$ cat src/rtl/mbd_pkg.sv
// Shared types and helpers for the multi-channel button debouncer.
// Holds the per-channel FSM state enum and the counter-width helper
// used to size every counter in mbd_channel.
package mbd_pkg;

    // Per-channel debounce FSM states.
    typedef enum logic [1:0] {
        ST_STABLE    = 2'd0,
        ST_LOCKOUT   = 2'd1,
        ST_CANDIDATE = 2'd2
    } mbd_state_e;

    // One shared counter width, big enough for the debounce length and
    // for the hold threshold plus one repeat period.
    function automatic int cntWidth(input int debCycles, input int holdCycles, input int repCycles);
        int maxVal;
        maxVal = (debCycles > holdCycles + repCycles) ? debCycles : (holdCycles + repCycles);
        return $clog2(maxVal + 1);
    endfunction

endpackage

$ cat src/rtl/mbd_channel.sv
// One debounce channel: 2-flop synchronizer, STABLE/LOCKOUT/CANDIDATE FSM,
// edge strobes and a hold/auto-repeat counter.
// Optional feature: define MULTI_BTN_DEBOUNCER_AUTO_REPEAT_EN to emit a
// hold strobe every REPEAT_CYCLES enabled cycles after the first one.
module mbd_channel
    import mbd_pkg::*;
#(
    parameter int DEBOUNCE_CYCLES = 20_000,
    parameter int INSTANT_MODE    = 1,
    parameter int HOLD_CYCLES     = 1_000_000,
    parameter int REPEAT_CYCLES   = 250_000
) (
    input  logic i_clk,
    input  logic i_nrst,
    input  logic i_ena,
    input  logic i_sig,
    output logic o_debounced,
    output logic o_press,
    output logic o_release,
    output logic o_hold
);

    localparam int CW = cntWidth(DEBOUNCE_CYCLES, HOLD_CYCLES, REPEAT_CYCLES);
    localparam logic [CW-1:0] C_ZERO    = '0;
    localparam logic [CW-1:0] C_ONE     = CW'(1);
    localparam logic [CW-1:0] C_DEB     = CW'(DEBOUNCE_CYCLES);
    localparam logic [CW-1:0] C_DEB_M1  = CW'(DEBOUNCE_CYCLES - 1);
    localparam logic [CW-1:0] C_HOLD    = CW'(HOLD_CYCLES);
    localparam logic [CW-1:0] C_HOLD_M1 = CW'(HOLD_CYCLES - 1);
`ifdef MULTI_BTN_DEBOUNCER_AUTO_REPEAT_EN
    localparam logic [CW-1:0] C_REP_END = CW'(HOLD_CYCLES + REPEAT_CYCLES - 1);
`endif

    logic          r_sync1;
    logic          r_sync2;
    mbd_state_e    r_state;
    logic [CW-1:0] r_cnt;
    logic [CW-1:0] r_holdCnt;
    logic          r_debounced;
    logic          r_press;
    logic          r_release;
    logic          r_hold;

    mbd_state_e    w_stateNext;
    logic [CW-1:0] w_cntNext;
    logic [CW-1:0] w_holdNext;
    logic          w_diff;
    logic          w_toggle;
    logic          w_debNext;
    logic          w_press;
    logic          w_release;
    logic          w_holdEvent;

    // Two-flop synchronizer; runs every cycle so ena never stalls sampling.
    always_ff @(posedge i_clk or negedge i_nrst) begin
        if (!i_nrst) begin
            r_sync1 <= 1'b0;
            r_sync2 <= 1'b0;
        end else begin
            r_sync1 <= i_sig;
            r_sync2 <= r_sync1;
        end
    end

    assign w_diff = r_sync2 ^ r_debounced;

    // FSM state register; frozen while ena is low.
    always_ff @(posedge i_clk or negedge i_nrst) begin
        if (!i_nrst) begin
            r_state <= ST_STABLE;
        end else if (i_ena) begin
            r_state <= w_stateNext;
        end
    end

    // Next state, debounce counter and toggle decision (counter saturates both ways).
    always_comb begin
        w_stateNext = r_state;
        w_cntNext   = r_cnt;
        w_toggle    = 1'b0;
        case (r_state)
            ST_STABLE: begin
                if (w_diff) begin
                    if (INSTANT_MODE != 0) begin
                        w_toggle    = 1'b1;
                        w_cntNext   = C_DEB_M1;
                        w_stateNext = ST_LOCKOUT;
                    end else begin
                        w_cntNext   = C_ONE;
                        w_stateNext = ST_CANDIDATE;
                    end
                end
            end
            ST_LOCKOUT: begin
                if (r_cnt == C_ZERO) begin
                    w_stateNext = ST_STABLE;
                end else begin
                    w_cntNext = r_cnt - C_ONE;
                end
            end
            ST_CANDIDATE: begin
                if (!w_diff) begin
                    w_stateNext = ST_STABLE;
                end else if (r_cnt >= C_DEB) begin
                    w_toggle    = 1'b1;
                    w_stateNext = ST_STABLE;
                end else begin
                    w_cntNext = r_cnt + C_ONE;
                end
            end
            default: begin
                w_stateNext = ST_STABLE;
            end
        endcase
    end

    // Edge strobes and hold/repeat counting derived from the toggle decision.
    always_comb begin
        w_debNext   = r_debounced ^ w_toggle;
        w_press     = w_toggle & ~r_debounced;
        w_release   = w_toggle & r_debounced;
        w_holdNext  = r_holdCnt;
        w_holdEvent = 1'b0;
        if (!r_debounced || w_toggle) begin
            w_holdNext = C_ZERO;
        end else if (r_holdCnt < C_HOLD) begin
            w_holdNext  = r_holdCnt + C_ONE;
            w_holdEvent = (r_holdCnt == C_HOLD_M1);
        end
`ifdef MULTI_BTN_DEBOUNCER_AUTO_REPEAT_EN
        else if (r_holdCnt == C_REP_END) begin
            w_holdNext  = C_HOLD;
            w_holdEvent = 1'b1;
        end else begin
            w_holdNext = r_holdCnt + C_ONE;
        end
`endif
    end

    // Datapath registers; everything holds while ena is low so no event is lost.
    always_ff @(posedge i_clk or negedge i_nrst) begin
        if (!i_nrst) begin
            r_cnt       <= C_ZERO;
            r_holdCnt   <= C_ZERO;
            r_debounced <= 1'b0;
            r_press     <= 1'b0;
            r_release   <= 1'b0;
            r_hold      <= 1'b0;
        end else if (i_ena) begin
            r_cnt       <= w_cntNext;
            r_holdCnt   <= w_holdNext;
            r_debounced <= w_debNext;
            r_press     <= w_press;
            r_release   <= w_release;
            r_hold      <= w_holdEvent;
        end
    end

    // A strobe held over a disabled stretch is masked until ena returns.
    assign o_debounced = r_debounced;
    assign o_press     = r_press & i_ena;
    assign o_release   = r_release & i_ena;
    assign o_hold      = r_hold & i_ena;

endmodule

$ cat src/rtl/multi_btn_debouncer.sv
// Multi-channel button debouncer top: parameters plus one mbd_channel per input.
// Optional feature: MULTI_BTN_DEBOUNCER_AUTO_REPEAT_EN enables hold auto-repeat.
module multi_btn_debouncer #(
    parameter int NUM_CH          = 4,
    parameter int DEBOUNCE_CYCLES = 20_000,
    parameter int INSTANT_MODE    = 1,
    parameter int HOLD_CYCLES     = 1_000_000,
    parameter int REPEAT_CYCLES   = 250_000
) (
    input  logic              clk,
    input  logic              nrst,
    input  logic              ena,
    input  logic [NUM_CH-1:0] sig_in,
    output logic [NUM_CH-1:0] sig_debounced,
    output logic [NUM_CH-1:0] press_pulse,
    output logic [NUM_CH-1:0] release_pulse,
    output logic [NUM_CH-1:0] hold_pulse
);

    for (genvar g = 0; g < NUM_CH; g++) begin : g_ch
        mbd_channel #(
            .DEBOUNCE_CYCLES (DEBOUNCE_CYCLES),
            .INSTANT_MODE    (INSTANT_MODE),
            .HOLD_CYCLES     (HOLD_CYCLES),
            .REPEAT_CYCLES   (REPEAT_CYCLES)
        ) u_ch (
            .i_clk       (clk),
            .i_nrst      (nrst),
            .i_ena       (ena),
            .i_sig       (sig_in[g]),
            .o_debounced (sig_debounced[g]),
            .o_press     (press_pulse[g]),
            .o_release   (release_pulse[g]),
            .o_hold      (hold_pulse[g])
        );
    end

endmodule

$ cat config.mk
export PLATFORM = sky130hd
export DESIGN_NAME = multi_btn_debouncer
export DESIGN_NICKNAME = d
export VERILOG_FILES = /design/src/rtl/mbd_pkg.sv /design/src/rtl/mbd_channel.sv /design/src/rtl/multi_btn_debouncer.sv
export SDC_FILE = /design/constraint.sdc
export NUM_CORES = 1
export LEC_CHECK = 0
export BUFFER_PORTS_ARGS = -buffer_cell sky130_fd_sc_hd__buf_2
export CAP_MARGIN = 25
export CORE_ASPECT_RATIO = 0.5
export CORE_MARGIN = 4
export CORE_UTILIZATION = 30
export CTS_BUF_LIST = sky130_fd_sc_hd__clkbuf_8
export DETAILED_ROUTE_END_ITERATION = 10
export GPL_TIMING_DRIVEN = 0
export PLACE_DENSITY = 0.55
export RECOVER_POWER = 50
export SLEW_MARGIN = 15
export SYNTH_ARGS = -nofsm -noshare
export SYNTH_HDL_FRONTEND = slang
export SYNTH_SLANG_ARGS = --single-unit
$ cat constraint.sdc
create_clock -name clk -period 3.35 [get_ports clk]
set_input_delay 0.5025 -clock clk [delete_from_list [all_inputs] [get_ports clk]]
set_output_delay 0.5025 -clock clk [all_outputs]
set_load 0.05 [all_outputs]
==> results of run 1 <==
[final timing paths]
kind	cells after the start	slack [ns]	end
setup / recovery	8	0.14	hold_pulse[2]
hold / removal	1	0.12	g_ch[3].u_ch.r_sync1
setup reg to reg	7	0.41	g_ch[1].u_ch.r_holdCnt[5]
hold reg to reg	0	0.36	g_ch[0].u_ch.r_sync2
max in group asynchronous	3	1.13	g_ch[0].u_ch.r_holdCnt[16]
min in group asynchronous	2	1.02	g_ch[2].u_ch.r_cnt[14]
[worst reg2reg max path, cell delays in order (launching register included)]
cell	delay, ns
dfrtp_1	0.45
nor4b_1	0.44
o211ai_1	0.23
a32oi_1	0.59
clkbuf_1	0.46
clkbuf_1	0.39
o21ai_0	0.16
a21oi_1	0.15
[final cells by class]
cell class                      count  area (sq um)
Clock buffer                       17           234
Buffer                             52           267
Clock inverter                     14           161
Inverter                           30           113
Tap cell                          441           552
Timing Repair Buffer               27           183
Multi-Input combinational cell    802          5060
Sequential cell                   196          4900
Fill cell                        3412         22000
[flip-flops by register name (all words and copies together) (netlist names), named ones only]
signal / flops
g_ch.u_ch.r_release: 4
g_ch.u_ch.r_holdCnt: 84
g_ch.u_ch.r_press: 4
g_ch.u_ch.r_hold: 4
g_ch.u_ch.r_sync1: 4
g_ch.u_ch.r_cnt: 84
g_ch.u_ch.r_sync2: 4
g_ch.u_ch.r_state: 4
[synth_stat cells, types with 3 or more instances]
master and count:
dfrtp_1 196, nand2_1 85, a21oi_1 69, nor2_1 67
o21ai_0 64, or3_1 55, nand3_1 45, o31ai_1 40
or4_1 40, clkbuf_1 31, inv_1 30, nor3_1 27
and2_1 25, nand4_1 25, xor2_1 20, nor4_1 18
o211ai_1 18, buf_4 17, mux2i_1 16, and3_1 13
o311ai_0 13, ha_1 12, o41ai_1 12, a31oi_1 10
nand2b_1 10, xnor2_1 10, and4_1 9, a211oi_1 8
nand4b_1 6, nor3b_1 6, or2_2 6, a32o_1 5
o31ai_2 5, nor2b_1 4, nor4b_1 4, o21a_1 4
o311ai_1 4, or4_4 4, a21o_1 3, a22o_1 3
a31o_2 3, a41o_1 3, buf_2 3
[kinds of logic (layout without fill, tap and decap cells)]
family | Yosys count | after routing | share of synthesized area
XOR/XNOR | 30 | 30 | 0.0254
buffers and inverters | 83 | 140 | 0.0367
adder cells (fa/ha/maj) | 12 | 12 | 0.0145
AO/OA/AOI/OAI | 281 | 281 | 0.183
AND/OR/NAND/NOR | 463 | 463 | 0.250
flip-flops | 196 | 196 | 0.474
multiplexers | 16 | 16 | 0.0155
[layer usage]
metal	GRT usage	up-vias
li1	-	4181
met1	0.182	4277
met5	0	-
met4	0.0396	0
met2	0.206	119
met3	0.0234	23
[layout by cell type, fill, tap and decap left out, drive strengths merged, types with 5 or more instances in the layout]
cell type  instances
a211oi             8
a21oi             69
a31oi             10
a32o               5
and2              27
and3              13
and4               9
buf               47
clkbuf            48
dfrtp            196
ha                12
inv               33
mux2i             16
nand2             85
nand2b            10
nand3             45
nand4             25
nand4b             6
nor2              67
nor3              28
nor3b              6
nor4              18
o211ai            18
o21ai             65
o311ai            17
o31ai             45
o41ai             12
or2                6
or3               57
or4               46
xnor2             10
xor2              20
[power breakdown]
group	total [mW]	internal [mW]	leakage, nW	switching (mW)
clock	1.60	0.730	0.195	0.866
combinational	1.46	0.526	1.86	0.936
sequential	3.08	2.70	2.55	0.383
[timing repair]
action	4_1_cts	5_1_grt
hold buffers	1	0
resized for setup	3	0
endpoints found under the hold margin	25	0
setup endpoints to repair	12	0
==> reports/results.ini, run 1 <==
[clock_tree]
cts_tree=built
clk_latency_ns=0.47
root_buffer=clkbuf_8
cts_buffers=17
cts_setup_buffers=0
cts_max_path_buffers=2
cts.clk_slew.worst_paths_ns=0.11
clock_sinks=196
htreeDepth=4

[yosys]
synth_fp_nets=1100
ys_types=65
ys_warn_count=0
synth.area.top_cells=dfrtp_1, a21oi_1, or3_1, o21ai_0, nand2_1
netlist_area_sq_mm=0.0103
synthArstFlopShare=1.00
synth.ff_latch_count=196
postSynthCellCount=1081
yosysTopAreaCell=dfrtp_1
synth_top_area_share=0.474
synth_edf_count=0
synth.avg_cell_area_sq_um=9.57
ys_seq_area_frac=0.474
synth_top_flop_cell=dfrtp_1

[final_layout]
syn2layout_area_growth_pct=11.0
finalNetCount=1145
design_area_sq_mm=0.0115
layout-drive-gt1-share=0.0931
diodes=0
fin_util=0.342
stdcell_count=1579

[routing]
drt_iter0_drc=678
dr.max_layer_used=met4
viasPerCell=5.45
wl_met3_um=673
num_vias=8600
drc=0
wl_met1_mm=12.0
drt_first_pass_iters=5
wl_met2_mm=11.0
drt_wl_total_mm=24.1
wl_per_cell_um=15.3
ant_nets=0

[setup_path]
path_buf_inv=7
crit_type=in2out
path_delay_family=buffers and inverters
crit_fanout=10
cpMostUsedCell=buf_2
crit_path_max_incr_delay_ns=0.68
crit_path_start_kind=input port
end_kind=output port
cp_cell_sequence=buf_2 > buf_2 > inv_1 > clkbuf_1 > buf_2 > nor2_1 > buf_4 > buf_2
crit_path_top_delay_cell=clkbuf_1
crit_start=ena
timing.rr.start=g_ch[1].u_ch.r_holdCnt[15]
cp.arrival_ns=2.71
required_ns=2.85

[timing]
tns_ns=0
finalSetupViolations=0
fmax_ghz=0.311
tightest_slew_ns=1.74
drv_slew=26
final.period_utilization=0.959
whs_ns=0.123
hold_viol_final=0
worst_clock_skew_ns=0.0194
rsz0062_at_grt=no
setup_ws_ns=0.136
min_period_ns=3.21
relSlewSlack=-0.161

[global_route]
grt_pass1_vias=8232
grt_max_degree=90
grt_pass1_wl_mm=41.3
grtUsageTotal=0.130
grt_antenna_before_repair=0
grt_overflow_total=0

[die]
core_sq_mm=0.0335
fp.dieH_um=139
fp.dieArea_sq_mm=0.0377
initial_core_util=0.308
die_x_um=271
rows=47
io_pins=23

[worst_hold_path]
min_from=sig_in[3]
hold_path.class=in2reg

[status]
violations=capacitance limit, slew limit
status=finished, violations left

[placed_design]
post-place-cells=1548
port_buffers=22
gp_congestion=0.819
dpl_worst_slack_ns=-0.492
placed_cell_area_sq_mm=0.0111
dp_hpwl_mm=16.7

[pwr]
finalPower_mw=6.14
leakage_nw=4.61
p_per_area_mw_per_mm2=535
max-vdd-ir-drop_mv=0.266

[run]
drv_cap=1

No activity file was read; power rests on OpenSTA's default activity.
==> run 2, diff against run 1 <==
--- a/config.mk
+++ b/config.mk
@@ -15,6 +15,7 @@
 export GPL_TIMING_DRIVEN = 0
 export PLACE_DENSITY = 0.55
 export RECOVER_POWER = 50
+export REMOVE_ABC_BUFFERS = 1
 export SLEW_MARGIN = 15
 export SYNTH_ARGS = -nofsm -noshare
 export SYNTH_HDL_FRONTEND = slang
==> run 2 against run 1 <==
The flow still finishes with violations (capacitance limit, slew limit). Register-to-register slack better by 0.20 ns. Die area unchanged. Critical path depth down 1. Flip-flop and latch count unchanged. Non-clock buffer count down 49. Global-route usage down 0.76 points. Clock power about the same. Cell area down 2.0%. Largest power group unchanged.
==> reports/results.ini, run 2 (synthesis gave the netlist of run 1 again) <==
[status]
status=finished, violations left  ; unchanged
violations=capacitance limit, slew limit  ; unchanged

[timing]
finalSetupViolations=0  ; unchanged
rsz0062_at_grt=no  ; unchanged
worst_clock_skew_ns=0.0218  ; was 0.0194 ns
relSlewSlack=-0.117  ; was -0.161
hold_viol_final=0  ; unchanged
setup_ws_ns=0.399  ; was 0.136 ns
fmax_ghz=0.339  ; was 0.311 GHz
min_period_ns=2.95  ; was 3.21 ns
tightest_slew_ns=1.68  ; was 1.74 ns
drv_slew=29  ; was 26
final.period_utilization=0.881  ; was 0.959

[routing]
wl_per_cell_um=14.9  ; was 15.3 um
drt_iter0_drc=622  ; was 678
drc=0  ; unchanged
viasPerCell=5.43  ; was 5.45
num_vias=8310  ; was 8600
drt_first_pass_iters=5  ; unchanged
ant_nets=0  ; unchanged
drt_wl_total_mm=22.7  ; was 24.1 mm

[final_layout]
stdcell_count=1531  ; was 1579
layout_common_cells=dfrtp_1, nand2_1, a21oi_1  ; unchanged
design_area_sq_mm=0.0112  ; was 0.0115 sq mm
fillers=3412  ; unchanged
multi_input_area_sq_mm=0.00507  ; was 0.00506 sq mm
syn2layout_area_growth_pct=8.79  ; was 11.0%
layout-drive-gt1-share=0.0807  ; was 0.0931
finalNetCount=1097  ; was 1145
top_regs=g_ch.u_ch.r_cnt x84, g_ch.u_ch.r_holdCnt x84  ; unchanged
mostFrequentLayoutCell=dfrtp_1  ; unchanged
ff_latch_area_sq_mm=0.00490  ; unchanged
diodes=0  ; unchanged
fin_util=0.336  ; was 0.342

[setup_path]
rrSetupSlack_ns=0.61  ; was 0.41 ns
ff2ff_path_depth=5  ; was 7
end_kind=register  ; was output port
crit_type=in2reg  ; was in2out
reg2reg_to=g_ch[0].u_ch.r_cnt[18]  ; was g_ch[1].u_ch.r_holdCnt[5]
required_ns=3.76  ; was 2.85 ns
cp.arrival_ns=3.36  ; was 2.71 ns
crit_fanout=44  ; was 10
timing.rr.start=g_ch[0].u_ch.r_cnt[13]  ; was g_ch[1].u_ch.r_holdCnt[15]
crit_path_start_kind=input port  ; unchanged

[clock_tree]
root_buffer=clkbuf_8  ; unchanged
clock_sinks=196  ; unchanged
cts_max_path_buffers=2  ; unchanged
clk_latency_ns=0.49  ; was 0.47 ns
cts_tree=built  ; unchanged
htreeDepth=4  ; unchanged
cts_buffers=17  ; unchanged
cts.clk_slew.worst_paths_ns=0.10  ; was 0.11 ns

[placed_design]
gp_congestion=0.786  ; was 0.819
post-place-cells=1497  ; was 1548
dp_hpwl_mm=15.1  ; was 16.7 mm
port_buffers=22  ; unchanged
placed_cell_area_sq_mm=0.0108  ; was 0.0111 sq mm
dpl_worst_slack_ns=-0.617  ; was -0.492 ns

[pwr]
finalPower_mw=6.02  ; was 6.14 mW
leakage_nw=4.47  ; was 4.61 nW
p_per_area_mw_per_mm2=535  ; about the same
max-vdd-ir-drop_mv=0.239  ; was 0.266 mV

[worst_hold_path]
hold-path-cell-count=1  ; unchanged
min_from=sig_in[0]  ; was sig_in[3]
hold_path.class=in2reg  ; unchanged
min_to=g_ch[0].u_ch.r_sync1  ; was g_ch[3].u_ch.r_sync1

[run]
drv_cap=1  ; unchanged

[die]
io_pins=23  ; unchanged
initial_core_util=0.308  ; unchanged
core_sq_mm=0.0335  ; unchanged
fp.dieArea_sq_mm=0.0377  ; unchanged
die_x_um=271  ; unchanged
fp.dieH_um=139  ; unchanged
rows=47  ; unchanged

[global_route]
grt_antenna_before_repair=0  ; unchanged
grt_overflow_total=0  ; unchanged
grt_pass1_vias=7908  ; was 8232
grt_max_degree=86  ; was 90
grtUsageTotal=0.122  ; was 0.130
grt_pass1_wl_mm=39.0  ; was 41.3 mm

run 2: cell count changes in the layout (fill, tap and decap cells not counted), moves of 2 or more:
cell	delta
buf_2	-4
buf_4	-16
clkbuf_1	-28
clkbuf_2	-2
clkinv_4	+2
run 2: worst max-delay path: stages:
cell and delay [ns]:
buf_2 0.72, clkinvlp_4 0.33, nor4b_1 0.64, o311ai_0 0.41, buf_1 0.23, or3_1 0.36
a21oi_1 0.14
run 2: how the worst max path moves through the flow:
stage / from / to / slack [ns] / depth (start not counted)
final: ena / g_ch[3].u_ch.r_holdCnt[18] / 0.40 / 7
after global routing: ena / g_ch[3].u_ch.r_holdCnt[18] / 0.22 / 7
after CTS: ena / g_ch[3].u_ch.r_holdCnt[18] / 0.42 / 7
after detailed placement: ena / g_ch[3].u_ch.r_holdCnt[18] / -0.62 / 7
after global placement: nrst / g_ch[3].u_ch.r_holdCnt[14] / -1.61 / 1
after floorplan: g_ch[0].u_ch.r_cnt[14] / g_ch[0].u_ch.r_cnt[18] / 0.87 / 5
run 2: metrics by stage:
stage               TNS [ns]  hold slack [ns]
floorplan                  0            0.207
CTS                        0           0.0620
global placement     -314.62            0.334
finish                     0            0.109
global route               0           0.0546
detailed placement     -3.27            0.336
run 2: metal layers:
| layer | vias to the layer above | global-route usage | wire [um] |
|---|---|---|---|
| met5 | - | 0 | 0 |
| met4 | 0 | 0.0288 | 250 |
| met3 | 17 | 0.0287 | 580 |
| met2 | 95 | 0.202 | 10700 |
| met1 | 4105 | 0.165 | 11200 |
| li1 | 4093 | - | - |
run 2: report_power, final:
group	switching [mW]	internal (mW)	total, mW
logic	0.875	0.467	1.34
clock network	0.861	0.729	1.59
registers	0.386	2.70	3.09
run 2: layout make-up:
class	count	share of cell area
Multi-Input combinational cell	802	0.451
Sequential cell	196	0.436
Tap cell	441	0.0491
Clock buffer	17	0.0208
Timing Repair Buffer	30	0.0182
Clock inverter	14	0.0145
Inverter	30	0.0103
Timing Repair inverter	1	0.000445
run 2: repair_timing:
action	CTS	global route
setup endpoints to repair	3	0
buffers inserted	1	0
endpoints found under the hold margin	28	0
hold buffers	1	0
resized for setup	1	0
==> run 3, diff against run 2 <==
--- a/config.mk
+++ b/config.mk
@@ -13,7 +13,7 @@
 export CTS_BUF_LIST = sky130_fd_sc_hd__clkbuf_8
 export DETAILED_ROUTE_END_ITERATION = 10
 export GPL_TIMING_DRIVEN = 0
-export PLACE_DENSITY = 0.55
+export PLACE_DENSITY = 0.46
 export RECOVER_POWER = 50
 export REMOVE_ABC_BUFFERS = 1
 export SLEW_MARGIN = 15
==> run 3 against run 2 <==
The flow now finishes without violations. Clock skew shrank 0.0048 ns. Via count shrank 0.42%. Fmax shrank 1.6%. Global-route usage grew 0.46 points. Register-to-register slack gained 0.03 ns. Largest power group unchanged.
==> reports/results.ini, run 3 (synthesis gave the netlist of run 1 again) <==
[status]
status=complete, no violations  ; was finished, violations left

[routing]
drc=0  ; unchanged
drt_iter0_drc=619  ; was 622
viasPerCell=5.40  ; was 5.43
ant_nets=0  ; unchanged
drt_first_pass_iters=4  ; was 5
num_vias=8275  ; was 8310
wl_per_cell_um=15.4  ; was 14.9 um
drt_wl_total_mm=23.6  ; was 22.7 mm

[clock_tree]
root_buffer=clkbuf_8  ; unchanged
cts.clk_slew.worst_paths_ns=0.11  ; was 0.10 ns
cts_buffers=17  ; unchanged
htreeDepth=4  ; unchanged
clk_latency_ns=0.49  ; about the same
cts_max_path_buffers=2  ; unchanged
cts_tree=built  ; unchanged
clock_sinks=196  ; unchanged

[placed_design]
placed_cell_area_sq_mm=0.0108  ; about the same
dp_hpwl_mm=15.7  ; was 15.1 mm
dpl_worst_slack_ns=-0.379  ; was -0.617 ns
post-place-cells=1496  ; was 1497
gp_congestion=0.767  ; was 0.786
port_buffers=22  ; unchanged

[global_route]
grt_antenna_before_repair=0  ; unchanged
grt_pass1_vias=8037  ; was 7908
grt_overflow_total=0  ; unchanged
grtUsageTotal=0.127  ; was 0.122
met1_usage=0.165  ; about the same
grt_pass1_wl_mm=40.2  ; was 39.0 mm
grtUsageMet2=0.216  ; was 0.202
grt_max_degree=99  ; was 86
use_met3=0.0253  ; was 0.0287
top_usage_layer=met2  ; unchanged

[timing]
fmax_ghz=0.333  ; was 0.339 GHz
final.period_utilization=0.896  ; was 0.881
relSlewSlack=0.0531  ; was -0.117
drv_slew=0  ; was 29
finalSetupViolations=0  ; unchanged
tightest_slew_ns=1.42  ; was 1.68 ns
min_period_ns=3.00  ; was 2.95 ns
worst_clock_skew_ns=0.0170  ; was 0.0218 ns
hold_viol_final=0  ; unchanged
whs_ns=0.107  ; was 0.109 ns
setup_ws_ns=0.350  ; was 0.399 ns
rsz0062_at_grt=no  ; unchanged

[die]
die_x_um=271  ; unchanged
fp.dieArea_sq_mm=0.0377  ; unchanged
fp.dieH_um=139  ; unchanged
initial_core_util=0.308  ; unchanged
core_sq_mm=0.0335  ; unchanged
io_pins=23  ; unchanged
rows=47  ; unchanged

[setup_path]
reg2reg_to=g_ch[0].u_ch.r_cnt[18]  ; unchanged
crit_path_start_kind=input port  ; unchanged
crit_start=ena  ; unchanged
endpoint=g_ch[3].u_ch.r_holdCnt[18]  ; unchanged
cp_cell_sequence=buf_2 > clkinvlp_4 > clkbuf_1 > nor4b_1 > o311ai_1 > or3_1 > a21oi_1  ; was buf_2 > clkinvlp_4 > nor4b_1 > o311ai_0 > buf_1 > or3_1 > a21oi_1
required_ns=3.77  ; was 3.76 ns
cp.arrival_ns=3.42  ; was 3.36 ns
crit_path_top_delay_cell=buf_2  ; unchanged
timing.rr.start=g_ch[0].u_ch.r_cnt[13]  ; unchanged
rrSetupSlack_ns=0.64  ; was 0.61 ns
ff2ff_path_depth=5  ; unchanged
crit_type=in2reg  ; unchanged
crit_path_max_incr_delay_ns=0.70  ; was 0.72 ns
end_kind=register  ; unchanged
crit_fanout=43  ; was 44

[worst_hold_path]
hold_path.class=in2reg  ; unchanged
hold-path-cell-count=1  ; unchanged

[pwr]
max-vdd-ir-drop_mv=0.289  ; was 0.239 mV
p_per_area_mw_per_mm2=548  ; was 535 mW/mm^2
leakage_nw=4.50  ; was 4.47 nW
finalPower_mw=6.20  ; was 6.02 mW

[final_layout]
diodes=0  ; unchanged
top_regs=g_ch.u_ch.r_cnt x84, g_ch.u_ch.r_holdCnt x84  ; unchanged
finalNetCount=1098  ; was 1097
stdcell_count=1533  ; was 1531
layout-drive-gt1-share=0.0824  ; was 0.0807
mostFrequentLayoutCell=dfrtp_1  ; unchanged
syn2layout_area_growth_pct=9.46  ; was 8.79%
design_area_sq_mm=0.0113  ; was 0.0112 sq mm
layout_common_cells=dfrtp_1, nand2_1, a21oi_1  ; unchanged

[run]
drv_cap=0  ; was 1

==> run 3: cell count changes in the layout (fill, tap and decap cells not counted), moves of 2 or more <==
cell      before  now
o311ai_1       4    6
buf_1          2    0
o311ai_0      13   11
buf_2         22   20
clkinv_2       4    1
clkbuf_1       1    3
clkbuf_8      17   20
buf_8          0    3
clkbuf_4       0    2
==> run 3: worst max-delay path: cells and delay by family <==
kind / cells / cell delay (ns)
buffers and inverters: 3 / 1.21
and+or+nand+nor: 2 / 1.12
AOI/OAI and AO/OA: 2 / 0.58
==> run 3: how the worst min path moves through the flow <==
stage / from / endpoint / slack [ns]
after floorplan: nrst / asynchronous set/reset pin / 0.21
after global placement: g_ch[0].u_ch.r_sync1 / g_ch[0].u_ch.r_sync2 / 0.33
after detailed placement: g_ch[0].u_ch.r_sync1 / g_ch[0].u_ch.r_sync2 / 0.34
after CTS: sig_in[0] / g_ch[0].u_ch.r_sync1 / 0.05
after global routing: sig_in[0] / g_ch[0].u_ch.r_sync1 / 0.06
final: sig_in[0] / g_ch[0].u_ch.r_sync1 / 0.11
==> run 3: final cells by class <==
type / count / area [sq um]
Fill cell: 3399 / 22200
Clock buffer: 20 / 275
Sequential cell: 196 / 4900
Timing Repair Buffer: 32 / 224
Tap cell: 441 / 552
Inverter: 30 / 116
Clock inverter: 12 / 178
Multi-Input combinational cell: 802 / 5070
==> run 3: report_power, final <==
group	internal (mW)	switching [mW]
logic	0.467	0.875
clock network	0.874	0.896
registers	2.70	0.385
==> run 3: per-stage QoR <==
step                setup TNS (ns)   util
finish                           0  0.338
global route                     0  0.338
CTS                              0  0.337
detailed placement           -1.98  0.324
global placement           -347.07  0.320
floorplan                        0      -
==> run 3: repair_timing <==
item / 4_1_cts / 5_1_grt
resized for setup: 0 / 1
hold buffers: 1 / 0
hold endpoints to repair: 42 / 0
setup endpoints to repair: 0 / 4
setup buffers: 0 / 4
==> run 3: metal layers <==
| layer | part of all wire | wire length (um) |
|---|---|---|
| met1 | 0.49 | 11500 |
| met2 | 0.48 | 11400 |
| met3 | 0.019 | 443 |
| met4 | 0.010 | 237 |
| met5 | 0 | 0 |
